===== src/rtl/fetch_pkg.sv =====
// Shared definitions for the instruction-fetch stage: reset PC, NOP encoding,
// next-PC select encoding and the branch-target helper.
package fetch_pkg;

    localparam logic [31:0] PC_BASE_DEF = 32'h0000_3000;
    localparam logic [31:0] NOP_INSTR   = 32'h0000_0000;

    typedef enum logic [1:0] {
        NPC_SEQ = 2'd0,
        NPC_BR  = 2'd1,
        NPC_J   = 2'd2,
        NPC_JR  = 2'd3
    } npc_sel_e;

    // Branch offsets are word offsets relative to the delay-slot address.
    function automatic logic [31:0] br_target(input logic [31:0] pc_id,
                                              input logic [15:0] off);
        logic signed [31:0] off_ext;
        off_ext = {{14{off[15]}}, off, 2'b00};
        return pc_id + 32'd4 + off_ext;
    endfunction

endpackage


===== src/rtl/fetch_pc_unit_npc_sel.sv =====
// Combinational next-PC selection: jr > jmp > taken branch > sequential.
// Redirect requests are only honoured while IF/ID holds a real instruction.
module npc_sel
    import fetch_pkg::*;
(
    input  logic [31:0] pc_i,
    input  logic [31:0] id_pc_i,
    input  logic        id_valid_i,
    input  logic        br_taken_i,
    input  logic [15:0] br_off_i,
    input  logic        jmp_i,
    input  logic [25:0] jmp_idx_i,
    input  logic        jr_i,
    input  logic [31:0] jr_tgt_i,
    output logic [31:0] next_pc_o
);

    npc_sel_e    sel;
    logic [3:0]  jmp_region;
    logic [31:0] jmp_tgt;
    logic [31:0] br_tgt;

    // Jump region is taken from the delay-slot address, not from id_pc itself.
    assign jmp_region = 4'((id_pc_i + 32'd4) >> 28);
    assign jmp_tgt    = {jmp_region, jmp_idx_i, 2'b00};
    assign br_tgt     = br_target(id_pc_i, br_off_i);

    always_comb begin
        sel = NPC_SEQ;
        if (id_valid_i) begin
            if (jr_i)            sel = NPC_JR;
            else if (jmp_i)      sel = NPC_J;
            else if (br_taken_i) sel = NPC_BR;
        end
    end

    always_comb begin
        next_pc_o = pc_i + 32'd4;
        case (sel)
            NPC_JR:  next_pc_o = jr_tgt_i;
            NPC_J:   next_pc_o = jmp_tgt;
            NPC_BR:  next_pc_o = br_tgt;
            default: next_pc_o = pc_i + 32'd4;
        endcase
    end

endmodule


===== src/rtl/fetch_pc_unit.sv =====
// Fetch stage: PC register, ROM word address, IF/ID register with stall/flush.
// Optional FETCH_ADDR_CHECK_EN adds sticky addr_err and squashes bad fetches.
module fetch_pc_unit
    import fetch_pkg::*;
#(
    parameter logic [31:0] PC_BASE = PC_BASE_DEF,
    parameter int          IM_AW   = 10
) (
    input  logic             clk,
    input  logic             rst_n,
    input  logic             stall,
    input  logic             flush,
    input  logic             br_taken,
    input  logic [15:0]      br_off,
    input  logic             jmp,
    input  logic [25:0]      jmp_idx,
    input  logic             jr,
    input  logic [31:0]      jr_tgt,
    input  logic [31:0]      instr,
    output logic [IM_AW-1:0] addr,
    output logic [31:0]      pc,
    output logic [31:0]      id_instr,
    output logic [31:0]      id_pc,
    output logic [31:0]      id_pc8,
    output logic             id_valid
`ifdef FETCH_ADDR_CHECK_EN
    ,
    output logic             addr_err
`endif
);

    logic [31:0] pc_q, pc_d;
    logic [31:0] id_instr_q, id_instr_d;
    logic [31:0] id_pc_q, id_pc_d;
    logic        id_valid_q, id_valid_d;
    logic [31:0] next_pc;
    logic [31:0] fetch_instr;

    npc_sel u_npc_sel (
        .pc_i       (pc_q),
        .id_pc_i    (id_pc_q),
        .id_valid_i (id_valid_q),
        .br_taken_i (br_taken),
        .br_off_i   (br_off),
        .jmp_i      (jmp),
        .jmp_idx_i  (jmp_idx),
        .jr_i       (jr),
        .jr_tgt_i   (jr_tgt),
        .next_pc_o  (next_pc)
    );

    // Out-of-range PCs simply alias into the ROM through truncation.
    assign addr = IM_AW'((pc_q - PC_BASE) >> 2);

`ifdef FETCH_ADDR_CHECK_EN
    localparam logic [32:0] PC_LIMIT = {1'b0, PC_BASE} + (33'd1 << (IM_AW + 2));

    logic addr_err_q, addr_err_d;
    logic pc_ok;

    assign pc_ok = (pc_q[1:0] == 2'b00) && (pc_q >= PC_BASE) && ({1'b0, pc_q} < PC_LIMIT);

    always_comb begin
        fetch_instr = pc_ok ? instr : NOP_INSTR;
        addr_err_d  = addr_err_q | (!stall && !flush && !pc_ok);
    end

    always_ff @(posedge clk or negedge rst_n) begin
        if (!rst_n) addr_err_q <= 1'b0;
        else        addr_err_q <= addr_err_d;
    end

    assign addr_err = addr_err_q;
`else
    assign fetch_instr = instr;
`endif

    always_comb begin
        pc_d       = stall ? pc_q : next_pc;
        id_instr_d = id_instr_q;
        id_pc_d    = id_pc_q;
        id_valid_d = id_valid_q;
        // Flush inserts a bubble even while stalled; the delay slot is never squashed by a redirect.
        if (flush) begin
            id_instr_d = NOP_INSTR;
            id_pc_d    = 32'd0;
            id_valid_d = 1'b0;
        end else if (!stall) begin
            id_instr_d = fetch_instr;
            id_pc_d    = pc_q;
            id_valid_d = 1'b1;
        end
    end

    always_ff @(posedge clk or negedge rst_n) begin
        if (!rst_n) begin
            pc_q       <= PC_BASE;
            id_instr_q <= NOP_INSTR;
            id_pc_q    <= 32'd0;
            id_valid_q <= 1'b0;
        end else begin
            pc_q       <= pc_d;
            id_instr_q <= id_instr_d;
            id_pc_q    <= id_pc_d;
            id_valid_q <= id_valid_d;
        end
    end

    assign pc       = pc_q;
    assign id_instr = id_instr_q;
    assign id_pc    = id_pc_q;
    assign id_pc8   = id_pc_q + 32'd8;
    assign id_valid = id_valid_q;

endmodule


===== config.mk =====
export PLATFORM = sky130hd
export DESIGN_NAME = fetch_pc_unit
export DESIGN_NICKNAME = d
export VERILOG_FILES = /design/src/rtl/fetch_pkg.sv /design/src/rtl/fetch_pc_unit_npc_sel.sv /design/src/rtl/fetch_pc_unit.sv
export SDC_FILE = /design/constraint.sdc
export NUM_CORES = 1
export LEC_CHECK = 0
export BUFFER_PORTS_ARGS = -buffer_cell sky130_fd_sc_hd__buf_4
export CAP_MARGIN = 5
export CORE_UTILIZATION = 35
export CTS_CLUSTER_DIAMETER = 40
export DETAILED_ROUTE_END_ITERATION = 6
export PLACE_DENSITY = 0.63
export SYNTH_ARGS = -nofsm -noshare
export SYNTH_HDL_FRONTEND = slang
export SYNTH_HIERARCHICAL = 1
export SYNTH_SLANG_ARGS = --single-unit

===== constraint.sdc =====
create_clock -name clk -period 7.56 [get_ports clk]
set_clock_uncertainty 0.05 [all_clocks]
set_input_delay 1.512 -clock clk [delete_from_list [all_inputs] [get_ports clk]]
set_output_delay 1.512 -clock clk [all_outputs]
set_load 0.005 [all_outputs]

==> summary.txt <==
max cap viols = 0
Die H = 152 um
Peak supply drop = 0.000104 V
required time worst endpoint = 7.75 ns
Post-synth EDFFs = 0
synthesized cell area = 0.00784 mm^2
synthesized area per cell = 9.05 um^2
nets = 1235
IO Count = 252
Power Density = 207 mW/mm^2
Hold WC Path Type = flip-flop to flip-flop
Yosys reg bits = 97
CP top delay family = simple AND/OR/NAND/NOR gates
final RePlAce weighted congestion = 0.948
status = completed
reg2reg end = pc[30]
largest net degree at the start of global routing = 66
CP endpoint = pc[30]
Crit Path Max Fanout = 12
Top FF cell, synth = dfrtp_1
crit path cell chain = nand4_2, nor4_4, nand3_1, nor2_1, xor2_1, ha_1, a21o_1, a21o_1, a21oi_1, or2_2, a21oi_1, a2111oi_0, nand3_1, mux2_2
asr flop ratio synth = 100%
sequential element share of the synthesized area = 31.0%
routed vias = 7492
DR DRC count = 0
Slowest cell on crit path = dfrtp_1
Rel. slew slack = 33.1%
reg-to-reg critical path startpoint = id_pc[7]
leakage power total = 4.94 nW
Least-Margin Pin Slew = 1.00 ns
Final ANT Viol Nets = 0
RSZ-0062 raised after global routing = no
IO Port Bufs = 251
maximum clock frequency = 241 MHz
Max Root-Sink Buffers = 2
initial antenna violation count = 0
Setup Crit Path Kind = flip-flop to flip-flop
cell row count = 54
DIE WIDTH = 152 um
first-pass GRT wire length = 40.1 mm
WP buf/inv = 0
Post-Layout Inst Area = 0.0102 mm^2
CP peak stage delay = 0.61 ns
R2R Setup Slk = 3.40 ns
post-synth net total = 1017
endpoint type of the worst setup path = flip-flop
GRT Residual Overflow = 0
Slew Limit Fails = 0
Starting Density = 35.8%
htree depth = 3
Pre-antenna DRT Iters = 6
Total GRT Usage = 22.9%
hold buffers post-CTS = 0
die area = 0.0230 mm^2
P&R area growth vs syn = 29.7%
via count of the first global-routing pass = 7067
post-CTS setup buffer count = 0
Root Buffer = clkbuf_16
CP Launch Point = id_pc[7]
HP Start = id_instr[8]
share of cells above drive strength 1 = 30.7%
Synthesis Warnings = 6
DRT Wirelength = 26.1 mm
latest clock arrival within the worst-skew pair = 0.35 ns
Via density = 5.47
CP Launch Type = flip-flop
setup total negative slack = 0 ns
hpwl dp = 19.6 mm
CTS tree = built
critical path data arrival time = 4.35 ns
Antenna diodes = 0
critical path depth = 14
DR iter-0 viols = 531
Final Hold Violating Endpoints = 0
Overall Power = 2.10 mW
Util after Layout = 46.5%
final worst path period need = 4.16 ns
Worst R2R Path Depth = 14
clock sinks = 97
Cells after Synth = 867
Worst-path clk slew = 0.08 ns
Final period util = 55.0%
# resized after CTS = 0
Num CTS Buffers = 9
count of cell types in the netlist = 72
Area after DPL = 0.00989 mm^2
WL/cell = 19.0 um
Fill cells = 2221
Placeable Area = 0.0219 mm^2
Final Setup Violations = 0
==> sequential cells by signal, summed over array words and instances (netlist names) <==
| signal | count |
|---|---|
| pc | 32 |
| id_instr | 32 |
| id_pc | 32 |
| id_valid | 1 |
==> synthesized netlist by cell type (4+ instances only) <==
cell      count  share of area (%)
o21ai_0      29                1.9
a222oi_1     21                2.7
nand2_1      59                2.8
buf_1         4               0.19
buf_4        13                1.2
nand4_2       4               0.64
nor2_1       99                4.7
a21oi_1      43                2.7
and4_1       10                1.1
and3_1       11               0.88
a21o_1        8               0.77
nor4_1        7               0.56
mux2_2       32                4.6
and2_1        9               0.72
or3_1         4               0.32
o21ai_1       4               0.26
nor4_2        4               0.64
dfrtp_1      95                 30
inv_1        18               0.86
clkbuf_1     22                1.1
nand3_1      45                2.9
xor2_1       54                6.0
ha_1         36                5.7
a221o_1       6               0.77
nand4_1      19                1.5
mux2i_1      65                8.3
nor3_1       15               0.96
xnor2_1      48                5.4
a211oi_1      4               0.38
buf_2        11               0.70
o21a_1        8               0.77
==> how the worst min path moves through the flow <==
stage	cells after the start	to	slack, ns
6_report	2	id_instr[8]	0.48
5_1_grt	2	id_instr[16]	0.51
4_1_cts	2	id_instr[8]	0.49
3_5_place_dp	2	id_instr[8]	0.47
3_3_place_gp	2	id_instr[26]	0.46
2_1_floorplan	2	id_instr[0]	0.46
==> worst min-delay path, cell delays in order (launching register included) <==
cell,delay (ns)
dfrtp_1,0.35
mux2i_1,0.07
nor2_1,0.08
==> logic make-up after synthesis <==
logic type | share of synthesized area, %
AND/OR/NAND/NOR | 20.1
XOR/XNOR | 11.4
multiplexers | 12.9
AO/OA/AOI/OAI | 14.5
flip-flops | 31.0
buffers and inverters | 4.05
adder cells (fa/ha/maj) | 6.00
==> metal layers <==
metal  vias up  GRT usage, %  share of wire (%)
li1       3608             -                  -
met1      3604          33.3                 47
met2       264          35.0                 45
met3        16          3.95                7.1
met4         0          5.30               0.96
met5         -             0                  0
==> cells in the final DEF, fill, tap and decap left out, types with 3 or more instances in the layout <==
cell | netlist | final
a221o_1 | 6 | 6
a222oi_1 | 21 | 21
nand2_1 | 59 | 59
clkbuf_16 | 0 | 9
and4_1 | 10 | 10
a21o_1 | 8 | 8
a221oi_1 | 3 | 3
and2_1 | 9 | 9
mux2i_1 | 65 | 65
o211ai_1 | 3 | 3
and3_1 | 11 | 11
nor3_1 | 15 | 15
nand4_2 | 4 | 4
or2_2 | 3 | 3
o21ai_0 | 29 | 29
xor2_1 | 54 | 54
o21a_1 | 8 | 8
or3_1 | 4 | 4
nand3_1 | 45 | 45
ha_1 | 36 | 36
mux2_2 | 32 | 32
o21ai_1 | 4 | 4
nor4_1 | 7 | 7
nand4_1 | 19 | 19
buf_4 | 13 | 257
xnor2_1 | 48 | 48
dfrtp_1 | 95 | 95
a211oi_1 | 4 | 4
nor4_2 | 4 | 4
nor2_1 | 99 | 99
clkinvlp_4 | 0 | 3
inv_1 | 18 | 18
a21oi_1 | 43 | 43
nand2b_1 | 3 | 3
==> metrics by stage <==
stage,hold WS (ns),worst slack [ns],cells
3_3_place_gp,0.456,3.52,1354
2_1_floorplan,0.464,3.85,867
6_report,0.476,3.40,1370
4_1_cts,0.485,3.42,1370
5_1_grt,0.511,3.12,1370
3_5_place_dp,0.467,3.45,1354
==> power by group <==
part	switching, mW	internal [mW]	total (mW)
clock network	0.225	0.229	0.454
logic	0.372	0.445	0.817
registers	0.226	0.605	0.831
==> layout make-up <==
type	count	area, um^2	area share (%)
clock buffer	9	225	2.21
clock inverter	7	62.6	0.615
inverter	18	67.6	0.664
multi-input combinational	702	5110	50.2
sequential	97	2430	23.9
tap	280	350	3.44
timing repair buffer	257	1930	19.0
Power figures use the tool's default switching activity.
